<file path="config.mk">
export PLATFORM = sky130hd
export DESIGN_NAME = dice_roller_flat
export DESIGN_NICKNAME = d
export VERILOG_FILES = /design/src/rtl/dice_roller_if.sv /design/src/rtl/dice_roller.sv /design/src/flat_wrapper.sv
export SDC_FILE = /design/constraint.sdc
export NUM_CORES = 1
export LEC_CHECK = 0
export CAP_MARGIN = 20
export CORE_MARGIN = 2
export CORE_UTILIZATION = 52
export CTS_CLUSTER_DIAMETER = 50
export DETAILED_ROUTE_END_ITERATION = 10
export PLACE_DENSITY = 0.83
export SLEW_MARGIN = 20
export SYNTH_ARGS = -nofsm -noshare
export SYNTH_HDL_FRONTEND = slang
export SYNTH_SLANG_ARGS = --single-unit
</file>
<file path="constraint.sdc">
create_clock -name i_Clk -period 1.89 [get_ports i_Clk]
set_input_delay 0.378 -clock i_Clk [delete_from_list [all_inputs] [get_ports i_Clk]]
set_output_delay 0.378 -clock i_Clk [all_outputs]
set_load 0.03 [all_outputs]
</file>
<file path="src/rtl/dice_roller_if.sv">
// Button level in, per-die faces, LED pips, sum and roll status out.
// master = button/display side, slave = dice_roller.
interface dice_roller_if #(
  parameter int N_DICE = 2
);
  logic                  i_Switch;
  logic [3*N_DICE-1:0]   o_Values;
  logic [7*N_DICE-1:0]   o_Pips;
  logic [6:0]            o_Sum;
  logic                  o_Busy;
  logic                  o_Done;

  modport master (output i_Switch, input o_Values, o_Pips, o_Sum, o_Busy, o_Done);
  modport slave  (input i_Switch, output o_Values, o_Pips, o_Sum, o_Busy, o_Done);
endinterface

</file>
<file path="src/rtl/dice_roller.sv">
// Multi-die roller: free-running LFSR-stepped face counters, animated roll on button release.
// Final faces land TICK_CYCLES*ROLL_STEPS clocks after the release; releases while busy are dropped.
module dice_roller #(
  parameter int          N_DICE      = 2,
  parameter int          N_SIDES     = 6,
  parameter int          TICK_CYCLES = 4,
  parameter int          ROLL_STEPS  = 3,
  parameter logic [15:0] LFSR_SEED   = 16'hACE1
) (
  input  logic          i_Clk,
  input  logic          i_Rst,
  dice_roller_if.slave  io_Bus
);

  localparam logic [0:0] IDLE    = 1'b0;
  localparam logic [0:0] ROLLING = 1'b1;

  localparam int TW = (TICK_CYCLES > 1) ? $clog2(TICK_CYCLES) : 1;
  localparam int SW = (ROLL_STEPS > 1) ? $clog2(ROLL_STEPS) : 1;
  localparam logic [TW-1:0] TICK_LAST = TW'(TICK_CYCLES - 1);
  localparam logic [SW-1:0] STEP_LAST = SW'(ROLL_STEPS - 1);
  localparam logic [2:0]    FACE_MAX  = 3'(N_SIDES);

  function automatic logic [6:0] f_Pips(input logic [2:0] v);
    case (v)
      3'd1:    f_Pips = 7'b0001000;
      3'd2:    f_Pips = 7'b1000001;
      3'd3:    f_Pips = 7'b1001001;
      3'd4:    f_Pips = 7'b1100011;
      3'd5:    f_Pips = 7'b1101011;
      3'd6:    f_Pips = 7'b1110111;
      default: f_Pips = 7'b0000000;
    endcase
  endfunction

  logic [15:0]         r_Lfsr;
  logic [3*N_DICE-1:0] r_Die;
  logic                r_Switch;
  logic [0:0]          r_State;
  logic [TW-1:0]       r_Tick;
  logic [SW-1:0]       r_Step;
  logic [3*N_DICE-1:0] r_Values;
  logic [7*N_DICE-1:0] r_Pips;
  logic [6:0]          r_Sum;
  logic                r_Busy;
  logic                r_Done;

  logic                w_Fb;
  logic                w_Release;
  logic [3*N_DICE-1:0] w_DieNext;
  logic [7*N_DICE-1:0] w_PipsNow;
  logic [6:0]          w_Sum;

  assign w_Fb      = r_Lfsr[15] ^ r_Lfsr[13] ^ r_Lfsr[12] ^ r_Lfsr[10];
  assign w_Release = ~io_Bus.i_Switch & r_Switch;

  // Die k steps whenever LFSR bit k is set, so the dice decorrelate from each other.
  always_comb begin
    w_DieNext = r_Die;
    w_PipsNow = '0;
    w_Sum     = '0;
    for (int k = 0; k < N_DICE; k++) begin
      if (r_Lfsr[k]) begin
        w_DieNext[3*k +: 3] = (r_Die[3*k +: 3] == FACE_MAX) ? 3'd1 : r_Die[3*k +: 3] + 3'd1;
      end
      w_PipsNow[7*k +: 7] = f_Pips(r_Die[3*k +: 3]);
      w_Sum = w_Sum + 7'(r_Die[3*k +: 3]);
    end
  end

  always_ff @(posedge i_Clk) begin
    if (i_Rst) begin
      r_Lfsr   <= LFSR_SEED;
      r_Die    <= {N_DICE{3'd1}};
      r_Switch <= 1'b0;
      r_State  <= IDLE;
      r_Tick   <= '0;
      r_Step   <= '0;
      r_Values <= {N_DICE{3'd1}};
      r_Pips   <= {N_DICE{7'b0001000}};
      r_Sum    <= 7'(N_DICE);
      r_Busy   <= 1'b0;
      r_Done   <= 1'b0;
    end else begin
      r_Lfsr   <= {r_Lfsr[14:0], w_Fb};
      r_Die    <= w_DieNext;
      r_Switch <= io_Bus.i_Switch;
      r_Done   <= 1'b0;
      case (r_State)
        IDLE: begin
          if (w_Release) begin
            r_State <= ROLLING;
            r_Tick  <= '0;
            r_Step  <= '0;
            r_Busy  <= 1'b1;
          end
        end
        ROLLING: begin
          if (r_Tick == TICK_LAST) begin
            r_Tick   <= '0;
            r_Values <= r_Die;
            r_Pips   <= w_PipsNow;
            if (r_Step == STEP_LAST) begin
              r_Sum   <= w_Sum;
              r_Done  <= 1'b1;
              r_Busy  <= 1'b0;
              r_Step  <= '0;
              r_State <= IDLE;
            end else begin
              r_Step <= r_Step + SW'(1);
            end
          end else begin
            r_Tick <= r_Tick + TW'(1);
          end
        end
        default: r_State <= IDLE;
      endcase
    end
  end

  assign io_Bus.o_Values = r_Values;
  assign io_Bus.o_Pips   = r_Pips;
  assign io_Bus.o_Sum    = r_Sum;
  assign io_Bus.o_Busy   = r_Busy;
  assign io_Bus.o_Done   = r_Done;

endmodule

</file>
<file path="src/flat_wrapper.sv">
// flat-port wrapper written by rule: the top's interface ports become plain ports
module dice_roller_flat 
#(
  parameter int          N_DICE      = 2,
  parameter int          N_SIDES     = 6,
  parameter int          TICK_CYCLES = 4,
  parameter int          ROLL_STEPS  = 3,
  parameter logic [15:0] LFSR_SEED   = 16'hACE1
)
  (i_Clk, i_Rst, io_Bus_i_Switch, io_Bus_o_Values, io_Bus_o_Pips, io_Bus_o_Sum, io_Bus_o_Busy, io_Bus_o_Done);
  dice_roller_if #(.N_DICE(N_DICE)) io_Bus_i ();
  input  logic i_Clk;
  input  logic i_Rst;
  input wire logic [$bits(io_Bus_i.i_Switch)-1:0] io_Bus_i_Switch;
  output wire logic [$bits(io_Bus_i.o_Values)-1:0] io_Bus_o_Values;
  output wire logic [$bits(io_Bus_i.o_Pips)-1:0] io_Bus_o_Pips;
  output wire logic [$bits(io_Bus_i.o_Sum)-1:0] io_Bus_o_Sum;
  output wire logic [$bits(io_Bus_i.o_Busy)-1:0] io_Bus_o_Busy;
  output wire logic [$bits(io_Bus_i.o_Done)-1:0] io_Bus_o_Done;
  assign io_Bus_i.i_Switch = io_Bus_i_Switch;
  assign io_Bus_o_Values = io_Bus_i.o_Values;
  assign io_Bus_o_Pips = io_Bus_i.o_Pips;
  assign io_Bus_o_Sum = io_Bus_i.o_Sum;
  assign io_Bus_o_Busy = io_Bus_i.o_Busy;
  assign io_Bus_o_Done = io_Bus_i.o_Done;
  dice_roller #(.N_DICE(N_DICE), .N_SIDES(N_SIDES), .TICK_CYCLES(TICK_CYCLES), .ROLL_STEPS(ROLL_STEPS), .LFSR_SEED(LFSR_SEED)) u_core (.i_Clk(i_Clk), .i_Rst(i_Rst), .io_Bus(io_Bus_i));
endmodule
</file>
==> results of run 1 <==
==> layer usage <==
metal	wire, um	vias up
met5	0	-
met4	51	0
met3	115	7
met2	1550	27
met1	1500	628
li1	-	714
==> flip-flops by register name, indices dropped and copies added (netlist names) <==
signal                  flops
u_core.io_Bus.o_Values      6
u_core.r_Step               2
u_core.r_Switch             1
u_core.r_Die                6
u_core.io_Bus.o_Sum         4
u_core.io_Bus.o_Busy        1
u_core.io_Bus.o_Done        1
u_core.io_Bus.o_Pips        8
u_core.r_Tick               2
u_core.r_State              1
u_core.r_Lfsr              16
==> path summary, 6_finish.rpt <==
| check | to | cells after the start |
|---|---|---|
| setup / recovery | io_Bus_o_Pips[8] | 1 |
| hold / removal | u_core.r_Lfsr[15] | 1 |
| setup reg to reg | u_core.io_Bus.o_Sum[1] | 5 |
| hold reg to reg | u_core.r_Lfsr[15] | 1 |
==> final cells by class <==
class                      instances  area [sq um]
timing repair buffer              30           308
sequential                        48           961
multi-input combinational        133           820
clock inverter                     2          35.0
fill                             321          1320
tap                               48          60.1
clock buffer                       6          72.6
inverter                           9          33.8
==> stage by stage <==
step                std cells  utilization  worst slack [ns]  area [sq um]
finish                    276        0.635             0.169          2290
global route              276        0.635             0.102          2290
CTS                       276        0.635             0.146          2290
detailed placement        268        0.605             0.235          2180
global placement          268        0.605             0.272          2180
floorplan                 208            -             0.381          1920
==> kinds of logic (layout without fill, tap and decap cells) <==
family / after synthesis / in the layout / synth area share
buf+inv: 27 / 47 / 0.0733
other cells: 1 / 3 / 0.00196
flops: 48 / 48 / 0.502
fa+ha+maj: 7 / 7 / 0.0497
xor+xnor: 6 / 6 / 0.0275
simple gates: 83 / 83 / 0.232
compound gates: 34 / 34 / 0.114
==> layout by cell type (no fill, tap or decap), types with 3 or more instances in the layout <==
cell,Yosys,layout
dfxtp_1,48,48
clkdlybuf4s50_1,0,28
nand2_1,26,26
a21oi_1,14,14
nor2_1,11,11
nor2b_1,10,10
inv_1,7,7
or2_2,7,7
ha_1,6,6
nand2b_1,5,5
nand3b_1,5,5
nand3_1,5,5
clkbuf_8,0,5
xnor2_1,4,4
o21ai_0,3,3
a211oi_1,3,3
conb_1,1,3
==> power breakdown <==
group          switching (mW)  internal, mW  leakage, nW
clock network           0.323         0.392       0.0552
registers              0.0716          1.06        0.393
logic                   0.124         0.114        0.431
total                   0.518          1.57        0.880
==> summary.txt, run 1 <==
Outcome
  • Outcome: finished clean

STA
  • TNS Setup: 0 ns
  • Worst Clk Skew: 0.00413 ns
  • Period utilization: 0.910
  • Pins over their slew limit: 0
  • Crit path time final: 1.72 ns
  • Fmax: 581 MHz
  • Final Hold Viols: 0
  • Unrepaired setup endpoints after global routing: no
  • Worst hold slack: 0.417 ns
  • Final Setup Violations: 0

Global route
  • Largest net degree at the start of global routing: 49
  • GR Util met3: 0.0503
  • First-pass GRT wire length: 5480 um
  • Vias in the first global route: 1,238
  • Total GRT Usage: 0.169
  • GRT busiest layer: met2
  • Met2 Use GR: 0.276
  • Initial antenna violation count: 0
  • Met1 layer usage reported by global route: 0.204
  • Grt total ovfl: 0

Floorplanning
  • Initial core utilization: 0.531
  • Die H: 64.7 um
  • Core footprint: 3610 sq um
  • Num rows: 22
  • Die ar.: 4180 sq um
  • Ports: 32
  • Die W: 64.7 um

Worst setup path
  • Critical Path AT: 1.34 ns
  • Slowest cell on crit path: clkdlybuf4s50_1
  • Reg2reg start: u_core.r_Die[0]
  • Reg2reg setup slack: 0.18 ns
  • Critical path capture point type: output port
  • Crit-path cells: clkdlybuf4s50_1
  • Crit path buf inv count: 1
  • CP Launch Point: u_core.io_Bus.o_Pips[12]
  • Critical path launch point type: register
  • Highest net fanout along the worst path: 3
  • Max stage delay on crit path: 0.68 ns
  • CP delay by family, top: buffers and inverters
  • Required @ worst endpoint: 1.51 ns
  • Kind of critical path: reg2out

CTS
  • Max clock buf depth: 2
  • Clk root buf: clkbuf_8
  • TritonCTS clock tree: done
  • H-tree Lvls: 2
  • CTS buffer count: 5
  • Setup Buffers After CTS: 0
  • Worst-Skew Late Latency: 0.30 ns
  • Clock sinks: 48
  • Post_cts resized: 0
  • CTS Hold Bufs: 0
  • Worst-path clk slew: 0.08 ns

Run
  • Max cap viols: 0

Route
  • Final ANT Viol Nets: 0
  • Drt wl/cell: 11.7 um
  • DRC violations left: 0
  • Via density: 4.99
  • WL final: 3220 um
  • Drt initial violations: 45
  • Detailed-route via count: 1,376
  • First-pass iteration count of the detailed router: 6

Min path
  • Worst Hold Class: reg2reg
  • Hold Startpoint: u_core.r_Lfsr[14]

Pwr
  • Total power: 2.09 mW
  • Leak: 0.880 nW
  • Power per cell area: 912 nW/um^2
  • Worst vdd ir: 0.481 mV

Finish
  • Syn-to-layout area delta: 19.7%
  • # nets final: 237
  • Layout cells sized above 1: 0.0921
  • Number of diodes: 0

Placed design
  • HPWL after detailed placement: 2170 um
  • Gpl congestion: 0.785
  • Port bufs: 28

Logic synthesis
  • Main synth FF type: dfxtp_1
  • Yosys reg bits: 48
  • Area contributors post-synth: dfxtp_1 50%, nand2_1 5.1%, ha_1 3.9%
  • Most common cell in the netlist: dfxtp_1
  • Syn Inst Count: 206
  • Synth cell types: 44
  • Commonest cells post-synth: 48 x dfxtp_1, 26 x nand2_1, 14 x a21oi_1
  • EDFF count, synth: 0
  • Yosys warning total: 0
  • Post-synth top area share: 0.502
  • Cell Area, Synth: 1910 sq um
  • FFs w/ async S/R, synth: 0
  • Sequential share of the synthesized area: 0.502
  • Per-instance average area after synthesis: 9.29 sq um
  • Yosys top cell by area: dfxtp_1
(Power assumes the default switching activity.)
==> run 2: changes to the inputs <==
Settings changed: CORE_UTILIZATION 52 to 57, DONT_BUFFER_PORTS from default to 1, PLACE_DENSITY 0.83 to 0.77.
==> run 2 against run 1 <==
Non-clock buffer count fell by 30. Sequential cell count did not move. Sequential power barely moved. Clock skew rose by 0.011 ns. Sequential share of layout area rose by 7.6 points. Final area fell by 15%. Register-to-register slack improved by 0.02 ns. Largest cell class unchanged. Via count fell by 5.7%. Cell count fell by 12%. Wire length fell by 3.3%. Global-route usage rose by 1.2 points. Core utilization fell by 4.5 points.
==> summary.txt, run 2 (synthesis results as in run 1) <==
Worst setup path
  • Slowest cell on crit path: dfxtp_1
  • Critical path capture point type: register
  • CP delay by family, top: adder cells
  • Reg2reg setup slack: 0.20 ns
  • Kind of critical path: reg2reg
  • Crit-path cells: ha_1, inv_1, fa_1, nor2_1, a211o_1
  • Crit path buf inv count: 1
  • Critical Path AT: 1.95 ns
  • Required @ worst endpoint: 2.15 ns
  • R2R depth: 5
  • Highest net fanout along the worst path: 10
  • Critical path launch point type: register
  • Max stage delay on crit path: 0.51 ns
  • Reg2reg start: u_core.r_Die[0]
  • Worst reg2reg endpoint: u_core.io_Bus.o_Sum[1]

Finish
  • Most common cell after layout, fill and taps aside: dfxtp_1
  • Syn-to-layout area delta: 1.24%
  • Layout Cells excl Fill: 244
  • Number of diodes: 0
  • # nets final: 207
  • Max reg flops: 16
  • Commonest non-fill, non-tap cells in the layout: 48 x dfxtp_1, 26 x nand2_1, 14 x a21oi_1
  • Largest register by flop count: u_core.r_Lfsr
  • Layout cells sized above 1: 0.101

Route
  • Detailed-route via count: 1,298
  • Drt initial violations: 87
  • First-pass iteration count of the detailed router: 4
  • WL final: 3120 um
  • Via density: 5.32
  • WL met3: 97 um
  • Final ANT Viol Nets: 0
  • Met1 WL: 1400 um
  • Detail Route met2 WL: 1570 um
  • DRC violations left: 0
  • Top Layer Used: met4
  • Drt wl/cell: 12.8 um

CTS
  • H-tree Lvls: 2
  • CTS buffer count: 5
  • Clk root buf: clkbuf_4
  • Worst-path clk slew: 0.14 ns
  • Worst-Skew Late Latency: 0.35 ns
  • Post_cts resized: 0
  • Max clock buf depth: 2
  • CTS Hold Bufs: 0
  • Setup Buffers After CTS: 0
  • Clock sinks: 48
  • TritonCTS clock tree: done

STA
  • Final Setup Violations: 0
  • Unrepaired setup endpoints after global routing: no
  • Max-slew headroom: 0.596
  • Pins over their slew limit: 0
  • TNS Setup: 0 ns
  • Period utilization: 0.892
  • Worst slew pin tran: 0.605 ns
  • Worst Clk Skew: 0.0151 ns
  • Fmax: 593 MHz
  • Crit path time final: 1.69 ns
  • Final Hold Viols: 0

Floorplanning
  • Die H: 61.9 um
  • Initial core utilization: 0.582
  • Die W: 61.9 um
  • Ports: 32
  • Core footprint: 3280 sq um
  • Num rows: 21
  • Die ar.: 3840 sq um

Min path
  • Hold Startpoint: i_Rst
  • Hold EP: u_core.io_Bus.o_Values[5]
  • WHS Path Cells: 1
  • Worst Hold Class: in2reg

Placed design
  • Placed Cells: 236
  • Gpl congestion: 0.787
  • HPWL after detailed placement: 2110 um
  • Port bufs: 0

Pwr
  • Worst vdd ir: 0.547 mV
  • Power per cell area: 952 nW/um^2
  • Leak: 0.748 nW

Outcome
  • Outcome: finished clean

Global route
  • Vias in the first global route: 1,198
  • Total GRT Usage: 0.181
  • Largest net degree at the start of global routing: 49
  • Grt total ovfl: 0
  • Initial antenna violation count: 0
  • First-pass GRT wire length: 5010 um

Run
  • Max cap viols: 0
==> run 2: power by group <==
group	total [mW]	internal [mW]	leakage, nW	switching (mW)
Clock	0.499	0.184	0.0386	0.314
Combinational	0.207	0.105	0.317	0.102
Sequential	1.14	1.06	0.393	0.0738
Total	1.84	1.35	0.748	0.490
==> run 2: per-layer routing <==
| metal | global-route usage | vias up |
|---|---|---|
| met1 | 0.206 | 611 |
| met4 | 0.0942 | 0 |
| met5 | 0 | - |
| met3 | 0.0435 | 6 |
| met2 | 0.314 | 25 |
| li1 | - | 656 |
==> run 2: metrics by stage <==
| stage | cell area, sq um | utilization | setup WS (ns) | power [mW] | hold WS (ns) |
|---|---|---|---|---|---|
| final | 1940 | 0.590 | 0.204 | 1.84 | 0.0769 |
| after global routing | 1940 | 0.590 | 0.123 | 1.94 | 0.0401 |
| after CTS | 1940 | 0.590 | 0.211 | 1.86 | 0.0517 |
| after detailed placement | 1870 | 0.570 | 0.226 | 1.37 | 0.394 |
| after global placement | 1870 | 0.570 | 0.291 | 1.35 | 0.396 |
| after floorplan | 1920 | - | 0.381 | 1.34 | 0.389 |
==> run 2: worst max-delay path by stage <==
stage,startpoint,to,slack (ns),depth (start not counted)
4_1_cts,u_core.r_Die[0],u_core.io_Bus.o_Sum[1],0.21,5
6_report,u_core.r_Die[0],u_core.io_Bus.o_Sum[1],0.20,5
3_5_place_dp,u_core.r_Die[0],u_core.io_Bus.o_Sum[1],0.23,5
2_1_floorplan,u_core.r_Die[3],u_core.io_Bus.o_Sum[1],0.38,5
5_1_grt,u_core.r_Die[0],u_core.io_Bus.o_Sum[1],0.12,5
3_3_place_gp,u_core.r_Die[0],u_core.io_Bus.o_Sum[1],0.29,5
==> run 2: final cells by class <==
type                    count  area [sq um]
clock buffers               6          51.3
clock inverters             2          13.8
fillers                   287          1350
inverters                   9          33.8
multi-input cells         133           820
flip-flops and latches     48           961
well taps                  46          57.6
